[config.mk]
export PLATFORM = sky130hd
export DESIGN_NAME = uid_auth_table
export DESIGN_NICKNAME = d
export VERILOG_FILES = /design/src/rtl/uid_auth_table.sv
export SDC_FILE = /design/constraint.sdc
export NUM_CORES = 2
export LEC_CHECK = 0
export CORE_MARGIN = 2
export CORE_UTILIZATION = 30
export CTS_BUF_LIST = sky130_fd_sc_hd__clkbuf_16
export CTS_CLUSTER_DIAMETER = 30
export DETAILED_ROUTE_END_ITERATION = 10
export GPL_TIMING_DRIVEN = 0
export PLACE_DENSITY_LB_ADDON = 0.2
export SETUP_SLACK_MARGIN = 0.4
export SYNTH_ARGS = -nofsm -noshare
export SYNTH_HDL_FRONTEND = slang
export SYNTH_SLANG_ARGS = --single-unit
[constraint.sdc]
create_clock -name clk -period 4.8 [get_ports clk]
set_clock_uncertainty 0.05 [all_clocks]
set_input_delay 0.72 -clock clk [delete_from_list [all_inputs] [get_ports clk]]
set_output_delay 0.72 -clock clk [all_outputs]
set_load 0.005 [all_outputs]
[src/rtl/uid_auth_table.sv]
// uid_auth_table: volatile access-control table that sits behind the ESP32
// frame parser. One decoded command (check / add / delete UID) is accepted
// at a time. Each command runs a sequential scan over a register-based UID
// store and finishes with a one-cycle done strobe carrying the result flags.
module uid_auth_table #(
  parameter int         N_ENTRIES     = 8,
  parameter int         UID_MAX_BYTES = 10,
  parameter logic [7:0] CMD_CHECK     = 8'h10,
  parameter logic [7:0] CMD_ADD       = 8'h11,
  parameter logic [7:0] CMD_DEL       = 8'h12
) (
  input  logic                           clk,
  input  logic                           rst_n,
  input  logic                           valid,
  input  logic [7:0]                     cmd,
  input  logic [8*UID_MAX_BYTES-1:0]     uid,
  input  logic [7:0]                     uid_len,
  output logic                           busy,
  output logic                           done,
  output logic                           uid_allowed,
  output logic                           uid_added_ok,
  output logic                           uid_duplicate,
  output logic                           uid_full,
  output logic                           uid_removed,
  output logic                           err_len,
  output logic                           err_cmd,
  output logic [$clog2(N_ENTRIES+1)-1:0] count
);

  localparam int IDX_W = $clog2(N_ENTRIES);
  localparam int CNT_W = $clog2(N_ENTRIES + 1);
  localparam int UID_W = 8 * UID_MAX_BYTES;

  typedef enum logic [1:0] {
    S_IDLE,
    S_SCAN,
    S_COMMIT,
    S_RESP
  } state_t;

  state_t state_q, state_d;

  // UID store: bytes at or beyond a slot's length are always held at zero,
  // which lets a whole-vector compare stand in for a length-limited compare.
  logic             slot_valid [N_ENTRIES];
  logic [7:0]       slot_len   [N_ENTRIES];
  logic [UID_W-1:0] slot_data  [N_ENTRIES];

  // Latched command and scan bookkeeping
  logic [7:0]       cmd_q;
  logic [UID_W-1:0] uid_q;
  logic [7:0]       len_q;
  logic [IDX_W-1:0] idx_q;
  logic [IDX_W-1:0] free_idx_q;
  logic [IDX_W-1:0] match_idx_q;
  logic             free_found_q;
  logic             match_q;

  logic [UID_W-1:0] uid_masked;
  logic             len_bad;
  logic             cmd_bad;
  logic             cur_match;
  logic             last_idx;

  // Zero the incoming UID bytes beyond uid_len so they line up with the store
  always_comb begin
    uid_masked = '0;
    for (int b = 0; b < UID_MAX_BYTES; b++) begin
      if (b < int'(uid_len)) begin
        uid_masked[b*8 +: 8] = uid[b*8 +: 8];
      end
    end
  end

  // Classify the incoming command and compare the slot currently under scan
  always_comb begin
    len_bad   = (uid_len == 8'd0) || (int'(uid_len) > UID_MAX_BYTES);
    cmd_bad   = (cmd != CMD_CHECK) && (cmd != CMD_ADD) && (cmd != CMD_DEL);
    cur_match = slot_valid[idx_q] && (slot_len[idx_q] == len_q) &&
                (slot_data[idx_q] == uid_q);
    last_idx  = (idx_q == IDX_W'(N_ENTRIES - 1));
  end

  // State register
  always_ff @(posedge clk or negedge rst_n) begin
    if (!rst_n) begin
      state_q <= S_IDLE;
    end else begin
      state_q <= state_d;
    end
  end

  // Next-state logic: errors skip the scan, a match exits the scan early
  always_comb begin
    state_d = state_q;
    unique case (state_q)
      S_IDLE: begin
        if (valid) begin
          state_d = (len_bad || cmd_bad) ? S_RESP : S_SCAN;
        end
      end
      S_SCAN: begin
        if (cur_match || last_idx) begin
          state_d = S_COMMIT;
        end
      end
      S_COMMIT: state_d = S_RESP;
      S_RESP:   state_d = S_IDLE;
      default:  state_d = S_IDLE;
    endcase
  end

  // Command latch, scan bookkeeping, result flags, busy/done and occupancy
  always_ff @(posedge clk or negedge rst_n) begin
    if (!rst_n) begin
      cmd_q         <= '0;
      uid_q         <= '0;
      len_q         <= '0;
      idx_q         <= '0;
      free_idx_q    <= '0;
      match_idx_q   <= '0;
      free_found_q  <= 1'b0;
      match_q       <= 1'b0;
      busy          <= 1'b0;
      done          <= 1'b0;
      uid_allowed   <= 1'b0;
      uid_added_ok  <= 1'b0;
      uid_duplicate <= 1'b0;
      uid_full      <= 1'b0;
      uid_removed   <= 1'b0;
      err_len       <= 1'b0;
      err_cmd       <= 1'b0;
      count         <= '0;
    end else begin
      done <= 1'b0;
      unique case (state_q)
        S_IDLE: begin
          if (valid) begin
            cmd_q         <= cmd;
            uid_q         <= uid_masked;
            len_q         <= uid_len;
            idx_q         <= '0;
            free_found_q  <= 1'b0;
            match_q       <= 1'b0;
            busy          <= 1'b1;
            uid_allowed   <= 1'b0;
            uid_added_ok  <= 1'b0;
            uid_duplicate <= 1'b0;
            uid_full      <= 1'b0;
            uid_removed   <= 1'b0;
            err_len       <= len_bad;
            err_cmd       <= !len_bad && cmd_bad;
          end
        end
        S_SCAN: begin
          if (cur_match) begin
            match_q     <= 1'b1;
            match_idx_q <= idx_q;
          end else begin
            if (!slot_valid[idx_q] && !free_found_q) begin
              free_found_q <= 1'b1;
              free_idx_q   <= idx_q;
            end
            if (!last_idx) begin
              idx_q <= idx_q + IDX_W'(1);
            end
          end
        end
        S_COMMIT: begin
          if (cmd_q == CMD_CHECK) begin
            uid_allowed <= match_q;
          end else if (cmd_q == CMD_ADD) begin
            if (match_q) begin
              uid_duplicate <= 1'b1;
            end else if (free_found_q) begin
              uid_added_ok <= 1'b1;
              count        <= count + CNT_W'(1);
            end else begin
              uid_full <= 1'b1;
            end
          end else if (cmd_q == CMD_DEL) begin
            if (match_q) begin
              uid_removed <= 1'b1;
              count       <= count - CNT_W'(1);
            end
          end
        end
        S_RESP: begin
          done <= 1'b1;
          busy <= 1'b0;
        end
        default: ;
      endcase
    end
  end

  // Table update: add writes the lowest free slot, delete clears the match
  always_ff @(posedge clk or negedge rst_n) begin
    if (!rst_n) begin
      for (int i = 0; i < N_ENTRIES; i++) begin
        slot_valid[i] <= 1'b0;
        slot_len[i]   <= '0;
        slot_data[i]  <= '0;
      end
    end else if (state_q == S_COMMIT) begin
      if (cmd_q == CMD_ADD && !match_q && free_found_q) begin
        slot_valid[free_idx_q] <= 1'b1;
        slot_len[free_idx_q]   <= len_q;
        slot_data[free_idx_q]  <= uid_q;
      end else if (cmd_q == CMD_DEL && match_q) begin
        slot_valid[match_idx_q] <= 1'b0;
        slot_len[match_idx_q]   <= '0;
        slot_data[match_idx_q]  <= '0;
      end
    end
  end

endmodule
== Word level (Yosys, flattened, before mapping) ==
Cells that the tools add are included.
Word-level totals
  logic and storage cells: 225
  input port bits: 99
  output and inout port bits: 13
  register bits after elaboration: 834
Operators by class
  bitwise operators: 12
  eq/ne operators: 29
  reductions and logical operators: 41
  magnitude comparators: 16
  multiplexer cells: 81
  add/sub/neg operators: 3
Operators with widths (count)
  $mux 640: 2
  $and 640x640->640: 1
  $bwmux 640: 1
  $not 640->640: 1
  $demux 80 s3: 2
  $mux 80: 4
  $bmux 80 s3: 1
  $mux 64: 2
  $mux 8: 16
  $eq 80x80->1: 1
  $and 64x64->64: 1
  $bwmux 64: 1
  $not 64->64: 1
  $demux 8 s3: 2
  $lt 3x8->1 const A: 4
  $ne 2x2->1 const B: 16
  $mux 1: 25
  $bmux 8 s3: 1
  $eq 8x5->1 const B: 3
  $ne 8x5->1 const B: 3
  $reduce_and 6->1: 4
  $mux 4: 5
  $lt 1x8->1 const A: 2
  $lt 2x8->1 const A: 2
  other kinds (34): 81

== Depth between registers and ports, before layout ==
  depth in word-level cells: 10
  depth in mapped cells: 15
  depth with buffers taken out: 9

== Least setup slack after synthesis ==
No wires, ideal clock.
  kind: register to register
  from: reg idx_q[1]
  to: reg state_q[0]
  arrival time: 3370 ps
  data required time: 4624 ps
  setup time: 126 ps
  stages on the path, launching flop included: 14
  clock period less this slack: 3546 ps
  slack: 1254 ps
  buffers on the path: 4
  cells stage by stage: dfrtp_1 -> buf_4 -> buf_6 -> buf_6 -> buf_2 -> mux4_2 -> mux2i_1 -> xor2_1 -> nand2_1 -> nor4_1 -> nand4_1 -> o41ai_4 -> nor2_2 -> o32a_1
Between the ends
  cells in the longest elaborated chain, start to end: 10
  elaborated cells on any way between the ends: 18
  those cells by class: eq/ne: 4; mux: 9; bitwise: 1; reduce/logical: 4
Ends and longest elaborated chain
  start, declared: line 53  | logic [IDX_W-1:0] idx_q;
  start signal, assigned: line 165  | idx_q <= idx_q + IDX_W'(1);
  branches (longest 7 deep; another with $bmux 80 s3)
  $logic_or 1x1->1 (*): line 103  | if (cur_match || last_idx) begin
  $ne 2x2->1 (no source line) (*)
  $reduce_and 2->1 (no source line) (*)
  end signal, assigned: line 89  | state_q <= state_d;
  end, declared: line 41  | state_t state_q, state_d;
Mark *: on every way between the ends. The select of a mux whose other input is x is not followed.
A chain may end at the register's enable or synchronous reset.

== Worst setup path after layout ==
  from: reg idx_q[2]
  to: reg state_q[0]
Same word-level chain as after synthesis.

==> metrics <==
status=finished, final reports clean; DR DRC count=0; most common cell after layout, fill and taps aside=dfrtp_1; synth warn=0; Post-Synth Simple-Gate Area=4.51%; Leak=22.4 nW; Most used DFF post-synth=dfrtp_1; DR iter-0 viols=3,313; CTS tree=yes; async set-reset flop share out of synthesis=100%; share of the clock period used by the worst path=93.9%; Root Driver=clkbuf_16; Min Clock Period, post-route=4510 ps; largest fanout on the critical path=10; final antenna-violating net count=0; 1st-pass router iterations=7; final setup margin=293 ps; max-slew violations=0; Initial Util=30.2%; Antenna diodes=0; pre-CTS setup slack=-1630 ps; Tot Pwr=33.0 mW; Synth area leader=dfrtp_1; fmax=0.222 GHz; routability cong.=0.981; Critical Path AT=5150 ps; largest net degree at the start of global routing=116; Core Footprint=124,000 um^2; Synth cell types=68; crit end category=register; CP Launch Type=register; worst-margin pin slew=1460 ps; mux cell area share after synthesis=11.4%; HPWL after DPL=111 mm; overall routing resource usage=26.5%; CTS buffer count=205; clk slew on worst S/H paths=40 ps; main combinational cell family by area after synthesis=compound AO/OA/AOI/OAI gates; final cell count without fillers=5,084; Mapped Nets=3,021; Die X=357 um; top post-synthesis cells by area=dfrtp_1 (56%), a22o_1 (18%), mux2i_1 (5.4%); Post-Route WL=170 mm; maximum vdd drop=374 uV; pwr dens=674 nW/um^2; final hold vios=0; first-pass GRT wire length=237 mm; vias=29,900; RSZ-0062 raised after global routing=yes; Design Area, Final=49,000 um^2; Setup-failing EPs final=0; vias per cell=5.88; commonest non-fill, non-tap cells in the layout=dfrtp_1 (832), a22o_1 (771), clkbuf_16 (206); Worst Path Required=5440 ps; Congestion Overflow GR=0; Synth top area share=55.9%; CTS HTree Levels=4; DP Cell Count=4,675; Synth Instances=2,912; Fillers=11,800; vias in the first global route=29,800; Reg2Reg Depth=15; xor/xnor share of the synthesized area=1.17%; CTS Buffer Depth=3; dpl cell area=40,800 um^2; fin nets=3,382; die area=127,000 um^2; max_slew headroom=2.40%; Area Growth Syn to Fin=31.2%; CTS Sinks=834; antenna violations before repair=2; syn avg cell area=12.8 um^2; Synth Area in Adders=0.355%; Worst-Skew Late Latency=820 ps; Max-Cap Viols=0; wire per inst=33.4 um; Hold Crit Class=in2reg; hold path depth=3; Row Count=129; # IOs=112; register area=20,900 um^2; multi-input logic area=15,400 um^2; port buffer count=111; layout cell share with drive strength beyond 1=19.9%; Post-synth EDFFs=0; CP Class=reg2reg; Die H=357 um; number of synthesized register bits=834; post-synthesis sequential area ratio=55.9%; post-synthesis compound-gate area fraction=22.6%; Mapped Area=37,300 um^2
## sequential cells by signal (all words and copies together) (netlist names), 2 cells and up
signal and cells:
match_idx_q 3, slot_valid 8, slot_len 64, free_idx_q 3, uid_q 80, slot_data 640, state_q 2, count 4
idx_q 3, cmd_q 8, len_q 8
## area by class of cell
type	count	area share, %
inverter	14	0.107
clock inverter	175	3.87
clock buffer	206	10.5
buffer	328	3.95
timing repair buffer	154	3.34
tap	1637	4.18
multi-input combinational	1736	31.4
sequential	834	42.6
## report_power, final
group	internal (mW)	switching (mW)
combinational	3.33	7.49
sequential	7.71	0.373
clock	9.48	4.63
total	20.5	12.5
## worst paths after layout
kind / startpoint / to / slack, ps
worst min-delay path: uid[58] / uid_q[58] / 410
worst max register to register: idx_q[2] / state_q[0] / 290
worst max-delay path: idx_q[2] / state_q[0] / 290
worst min register to register: cmd_q[7] / cmd_q[7] / 420
max in group asynchronous: rst_n / idx_q[2] / 1750
min in group asynchronous: rst_n / slot_data[67] / 470
## synth_stat cells, drive strengths merged (3+ instances only)
library cell and instances:
buf 114, ha 9, o22ai 30, o32a 5
nand3 24, a21boi 4, mux2i 203, mux4 70
nor2b 11, or3 8, a21bo 12, a21oi 31
o2111ai 5, nand3b 16, or4b 4, a22oi 78
a221oi 5, o21ai 56, o211ai 3, or4 9
nor4 8, nand2 132, or2 3, clkbuf 214
inv 14, and2 6, and4 4, mux2 58
and3 13, nand4b 3, o21a 3, xor2 42
nor2 35, nand4 16, nand2b 11, nor3 14
a22o 771, dfrtp 834, xnor2 8
## per-layer routing
layer,vias to the layer above,part of all wire [%],track usage [%]
met2,1686,42,38.1
met3,392,9.9,8.26
met5,-,0.0059,0.148
met4,2,5.3,13.0
li1,12000,-,-
met1,15800,43,35.9
## cells by family after synthesis
| logic type | Yosys count |
|---|---|
| AO/OA/AOI/OAI | 1018 |
| XOR/XNOR | 50 |
| adder cells (fa/ha/maj) | 10 |
| buffers and inverters | 342 |
| flip-flops | 834 |
| multiplexers | 331 |
| AND/OR/NAND/NOR | 327 |
## critical path, cell delays in order (launching register included)
cell	delay, ps
dfrtp_2	410
buf_6	170
buf_12	190
buf_12	200
buf_16	210
buf_16	210
buf_6	290
mux2i_1	220
a221oi_1	100
xnor2_1	600
nand3_1	250
or4_4	500
o41ai_4	330
buf_4	200
nor2_2	70
o32a_1	290
## per-stage QoR
| stage | TNS [ps] | util (%) | hold slack (ps) |
|---|---|---|---|
| floorplan | 0 | - | 374 |
| global placement | - | 32.8 | 409 |
| detailed placement | -21000 | 33.0 | 412 |
| CTS | 0 | 39.4 | 374 |
| global route | 0 | 39.6 | 430 |
| finish | 0 | 39.6 | 408 |
## what timing repair did
item / CTS / global route
hold buffers: 1 / 0
endpoints found under the setup margin: 234 / 357
gates cloned: 0 / 0
endpoints found under the hold margin: 78 / 0
gates resized for setup: 182 / 73
pin swaps: 4 / 5
buffers inserted: 12 / 15
Power figures use the tool's default switching activity.
